==> src/rtl/mod_counter.sv <==
// mod_counter
//   Parametrised up/down counter with programmable modulus, wrap or saturate
//   behaviour at the range ends, synchronous clear and load, an enable
//   prescaler, a registered terminal-count pulse and a sticky overflow flag.
//
// Parameters
//   WIDTH     counter width in bits (>=2)
//   MAX_VAL   top of the count range; the count spans 0..MAX_VAL
//   PRESCALE  enabled cycles per count tick (>=1)
//   SATURATE  0 = wrap at the range ends, 1 = hold at the range ends
//
// Ports
//   clk   clock, rising edge
//   rst   asynchronous active-high reset
//   en    count enable, also advances the prescaler
//   clr   synchronous clear of count, prescaler and ovf (highest priority)
//   load  synchronous load of in into the count (clamped to MAX_VAL)
//   up    direction, 1 = increment, 0 = decrement (sampled on tick)
//   in    load value
//   out   current count (registered)
//   tc    terminal-count pulse, high the cycle after a boundary event
//   ovf   sticky overflow/underflow flag
module mod_counter #(
  parameter int               WIDTH    = 32,
  parameter logic [WIDTH-1:0] MAX_VAL  = '1,
  parameter int               PRESCALE = 1,
  parameter bit               SATURATE = 1'b0
) (
  input  logic             clk,
  input  logic             rst,
  input  logic             en,
  input  logic             clr,
  input  logic             load,
  input  logic             up,
  input  logic [WIDTH-1:0] in,
  output logic [WIDTH-1:0] out,
  output logic             tc,
  output logic             ovf
);

  logic tick;
  logic boundary;

  // A load value above the range is clamped so out never leaves 0..MAX_VAL.
  function automatic logic [WIDTH-1:0] clamp_load(input logic [WIDTH-1:0] v);
    return (v > MAX_VAL) ? MAX_VAL : v;
  endfunction

  // Next count on a tick; at a range end either wrap or hold.
  function automatic logic [WIDTH-1:0] next_count(input logic [WIDTH-1:0] cur,
                                                  input logic             dir);
    logic [WIDTH-1:0] nxt;
    if (dir) begin
      if (cur == MAX_VAL) nxt = SATURATE ? cur : '0;
      else                nxt = cur + WIDTH'(1);
    end else begin
      if (cur == '0)      nxt = SATURATE ? cur : MAX_VAL;
      else                nxt = cur - WIDTH'(1);
    end
    return nxt;
  endfunction

  assign boundary = up ? (out == MAX_VAL) : (out == '0);

  generate
    if (PRESCALE > 1) begin : g_psc
      localparam int               PSC_W = $clog2(PRESCALE);
      localparam logic [PSC_W-1:0] LAST  = PSC_W'(PRESCALE - 1);

      logic [PSC_W-1:0] psc;

      assign tick = en && (psc == LAST);

      // Prescaler restarts on clr/load so the first tick after either is a
      // full PRESCALE enabled cycles away.
      always_ff @(posedge clk or posedge rst) begin
        if (rst) begin
          psc <= '0;
        end else if (clr || load) begin
          psc <= '0;
        end else if (en) begin
          psc <= (psc == LAST) ? '0 : psc + PSC_W'(1);
        end
      end
    end else begin : g_nopsc
      assign tick = en;
    end
  endgenerate

  // Count stage: clr > load > tick, tc defaults low every other cycle.
  always_ff @(posedge clk or posedge rst) begin
    if (rst) begin
      out <= '0;
      tc  <= 1'b0;
      ovf <= 1'b0;
    end else if (clr) begin
      out <= '0;
      tc  <= 1'b0;
      ovf <= 1'b0;
    end else if (load) begin
      out <= clamp_load(in);
      tc  <= 1'b0;
    end else if (tick) begin
      out <= next_count(out, up);
      tc  <= boundary;
      if (boundary) ovf <= 1'b1;
    end else begin
      tc  <= 1'b0;
    end
  end

endmodule

==> config.mk <==
export PLATFORM = sky130hd
export DESIGN_NAME = mod_counter
export DESIGN_NICKNAME = d
export VERILOG_FILES = /design/src/rtl/mod_counter.sv
export SDC_FILE = /design/constraint.sdc
export NUM_CORES = 1
export LEC_CHECK = 0
export ABC_AREA = 1
export BUFFER_PORTS_ARGS = -buffer_cell sky130_fd_sc_hd__buf_4
export CORE_MARGIN = 2
export CORE_UTILIZATION = 52
export DETAILED_ROUTE_END_ITERATION = 10
export PLACE_DENSITY = 0.75
export SYNTH_ARGS = -nofsm -noshare
export SYNTH_HDL_FRONTEND = slang
export SYNTH_SLANG_ARGS = --single-unit
export TNS_END_PERCENT = 5
==> constraint.sdc <==
create_clock -name clk -period 3.5 [get_ports clk]
set_input_delay 0.175 -clock clk [delete_from_list [all_inputs] [get_ports clk]]
set_output_delay 0.175 -clock clk [all_outputs]
set_load 0.02 [all_outputs]
# ---- Word-level counts from Yosys, hierarchy flattened
# Cells that the tools add are included.
dict set report word_totals {
  register_bits 34
  inputBits 38
  out_inout_bits 34
  wordCells 28
}
dict set report op_classes {
  addsub 2
  n_lt_le_gt_ge 1
  n_eq_ne 2
  muxes 15
  n_reduce_logical 5
}
# cell n
set ops {}
lappend ops {{$mux 32} 7}
lappend ops {{$add 32x1->32 const B} 1}
lappend ops {{$eq 32x32->1 const B} 1}
lappend ops {{$gt 32x32->1 const B} 1}
lappend ops {{$logic_not 32->1} 1}
lappend ops {{$sub 32x1->32 const B} 1}
lappend ops {{$mux 1} 8}
lappend ops {{$reduce_bool 2->1} 2}
lappend ops {{$reduce_and 3->1} 1}
lappend ops {{$reduce_bool 3->1} 1}
lappend ops {{$ne 2x2->1 const B} 1}

# ---- Longest topological paths before layout
dict set report logic_depth {
  word_depth 6
  depth_mapped 13
  mapped_depth_nobuf 13
}

# ---- Worst setup path before layout
# OpenSTA, ideal clock, no wires.
dict set report synth_timing {
  path_type {reg2reg}
  startpoint {register out[0]}
  endpoint {register out[22]}
  arrival_time_ps 1704
  required_ps 3378
  path_slack_ps 1674
  path_stages_with_launch 14
  synth_period_minus_slack_ps 1826
  cell_sequence {dfrtp_1 > inv_1 > ha_1 > nand2_2 > nor2_4 > nand2_1 > nor2_2 > nand2_1 > nand2_1 > nand2_1 > nand2_1 > nand2_1 > nand2_1 > o21ai_1}
}
dict set report synth_between {
  elab_chain_cells 6
}
# item line
set synth_rtl {}
lappend synth_rtl {{from (decl)} 36} ;# output logic [WIDTH-1:0] out,
lappend synth_rtl {{from (signal assigned)} 101} ;# out <= clamp_load(in);
lappend synth_rtl {{from (signal assigned)} 104} ;# out <= next_count(out, up);
lappend synth_rtl {{$sub 32x1->32, or another cell as far along} 58} ;# else nxt = cur - WIDTH'(1);
lappend synth_rtl {{$mux 32, on equally long branches} {57, 54}}
lappend synth_rtl {{$mux 32 (*)} 53} ;# if (dir) begin
lappend synth_rtl {{$mux 32 (*)} 103} ;# end else if (tick) begin
lappend synth_rtl {{$mux 32 (*)} 100} ;# end else if (load) begin
lappend synth_rtl {{$mux 32 (*)} 96} ;# end else if (clr) begin
# Every way passes the cells marked *; elsewhere a longest branch is shown, timed or not. The select of a mux whose other input is x is not followed.
# A chain may end at the register's enable or synchronous reset.

# ---- Worst setup path after layout
dict set report layout_timing {
  startpoint {register out[0]}
  endpoint {register out[27]}
}
# Same word-level chain as after synthesis.

==> flow_summary.toml <==
[job]
max-cap-violations = 0

[clock_network]
htree_levels = 2
clock_sinks = 34
cts_buffer_depth = 2
root_buffer = "clkbuf_8"
clk_pin_slew_ps = 80
cts_inserted_buffers = 5
clock_latency_ps = 290
cts_tree = "built"
post_cts_resized = 0
hold_buffers = 0
postCtsSetupBuffers = 0

[yosys]
synth.most_common_cell = "nand2_1"
yosys.area.top_type = "nand2_1"
synth_area_leaders = "nand2_1 32%, dfrtp_1 20%, nand3_1 10%"
synth_cell_types = 31
syn_area_per_cell_um2 = 5.32
yosysWarnings = 0
ys.flop_type = "dfrtp_1"
ys_seq_area_share_pct = 19.9
ys_async_sr_fraction_pct = 100
yosysTopAreaCellShare_pct = 32.3
syn_nets = 844
ys_ff_latch = 34
syn-cell-area_mm2 = 0.00427
synth_edf_count = 0
synth_common_cells = "368 x nand2_1, 102 x nor2_1, 89 x nand3_1"
synthCells = 803

[timing]
final_max_slew_viol_count = 0
setup_viol = 0
min_period_over_period_pct = 65.9
period_minus_slack_ps = 2310
slew_headroom_pct = 38.7
grt_setup_unrepaired = "no"
hold_ws_ps = -2.58
tightest_slew_ps = 916
max_clock_freq_ghz = 0.434
setup_tns_ps = 0
fin_skew_ps = 9.47
setup_ws_ps = 1190
hold_viol = 4

[final_layout]
layout-drive-gt1-share_pct = 15.1
utilization_pct = 60.0
synthToLayoutAreaGrowth_pct = 13.8
stdcell_area_mm2 = 0.00486
nets = 885
antennaDiodeCount = 0
final_cells = 950

[outcome]
status = "finished, violations left"
violations = "hold timing"

[floorplanning]
rows = 33
dieArea_mm2 = 0.00895
initial_core_util_pct = 52.8
core-area_mm2 = 0.00809
dieHeight_um = 94.6
die_w_um = 94.6
io_pins = 72

[detailed_routing]
route.final.wire_length_um = 14600
wl_per_cell_um = 15.3
drtIter0Drc = 337
postRouteAntennaNets = 0
dr.pass1.iters = 5
drc_errors = 0
routed_via_density = 5.36
vias = 5090

[place]
io_buffers = 71
dp_hpwl_um = 11000
place_ws_ps = 1230
gp_congestion = 0.973
placed_cell_area_mm2 = 0.00475
dp_cells = 942

[global_route]
grt_pass1_vias = 4905
grt.overflow.total = 0
grt_use_total_pct = 34.0
antenna_found_initial = 0
grt_max_degree = 35
grt_pass1_wl_um = 23600

[setup_path]
start_kind = "register"
cp-end-kind = "register"
critPathMaxStageDelay_ps = 390
crit_slowest_cell = "dfrtp_1"
required_ps = 3690
critical_path_arrival_ps = 2490
crit_chain = "inv_1 > ha_1 > nand2_1 > nor2_1 > nand3_1 > nor2_2 > nor2_2 > buf_4 > nand3_1 > nand2_1 > nand2_1 > nand2_1 > nand2_1"
criticalPathCategory = "reg2reg"
crit_family = "simple AND/OR/NAND/NOR gates"
crit_path_frequent_cell = "nand2_1"
crit_buf_inv = 2
cp_max_fo = 20

[power]
vdd_drop_max_mv = 0.212
power_density_mw_per_mm2 = 299
leakage_nw = 2.57

[min_path]
min_path_type = "in2async"
power breakdown:
part	total [W]	internal (W)	switching [W]	leakage [nW]
Combinational	0.000571	0.000206	0.000366	2.07
Sequential	0.000505	0.000421	0.0000836	0.450
Clock	0.000379	0.000214	0.000165	0.0524
path summary, 6_finish.rpt:
check / startpoint / to / slack, ps / cells after the start
max: out[0] / out[27] / 1190 / 13
max reg2reg: out[0] / out[27] / 1190 / 13
min in group clk: in[4] / out[4] / 200 / 5
min reg2reg: ovf / ovf / 490 / 1
max in group asynchronous: rst / out[31] / 3150 / 3
min: rst / ovf / -3 / 3
area by class of cell:
type | count | area (um2)
clock inverter | 1 | 30.0
timing repair buffer | 77 | 578
multi-input combinational | 663 | 2960
clock buffer | 7 | 76.3
fill | 846 | 3230
inverter | 63 | 236
sequential | 34 | 851
tap | 105 | 131
through the flow:
step                total power, W  hold slack [ps]
floorplan                 0.000897              317
CTS                        0.00145             8.88
finish                     0.00145            -2.58
detailed placement         0.00108              330
global placement           0.00107              323
global route               0.00155             57.6
cell families (layout without fill, tap and decap cells):
family	Yosys count	after routing	synth area share, %
adder cells (fa/ha/maj)	3	3	0.879
XOR/XNOR	15	15	3.08
AND/OR/NAND/NOR	610	610	60.9
flip-flops	34	34	19.9
AO/OA/AOI/OAI	35	35	4.25
buffers and inverters	106	148	11.0
cell usage in the layout, fill, tap and decap left out, drive strengths merged:
cell type	instances
a21o	1
a21oi	5
and2	1
buf	77
bufinv	1
clkbuf	7
clkinv	1
dfrtp	34
ha	3
inv	62
nand2	377
nand3	99
nand3b	1
nand4	7
nor2	123
nor3	2
o21ai	29
xnor2	1
xor2	14
per-layer routing:
layer / share of wire (%) / global-route usage [%] / vias up
met3: 6.1 / 3.75 / 24
met1: 44 / 44.5 / 2317
met2: 47 / 58.4 / 193
met4: 2.6 / 10.7 / 0
li1: - / - / 2556
met5: 0 / 0 / -
worst reg2reg max path, stage by stage, from the launching register on:
cell	delay, ps
dfrtp_1	390
inv_1	170
ha_1	260
nand2_1	70
nor2_1	40
nand3_1	70
nor2_2	50
nor2_2	390
buf_4	380
nand3_1	130
nand2_1	80
nand2_1	50
nand2_1	70
nand2_1	50
sequential cells by signal, indices dropped and copies added, names as in the netlist:
signal and flops:
out 32, ovf 1, tc 1
No activity file was read; power rests on OpenSTA's default activity.
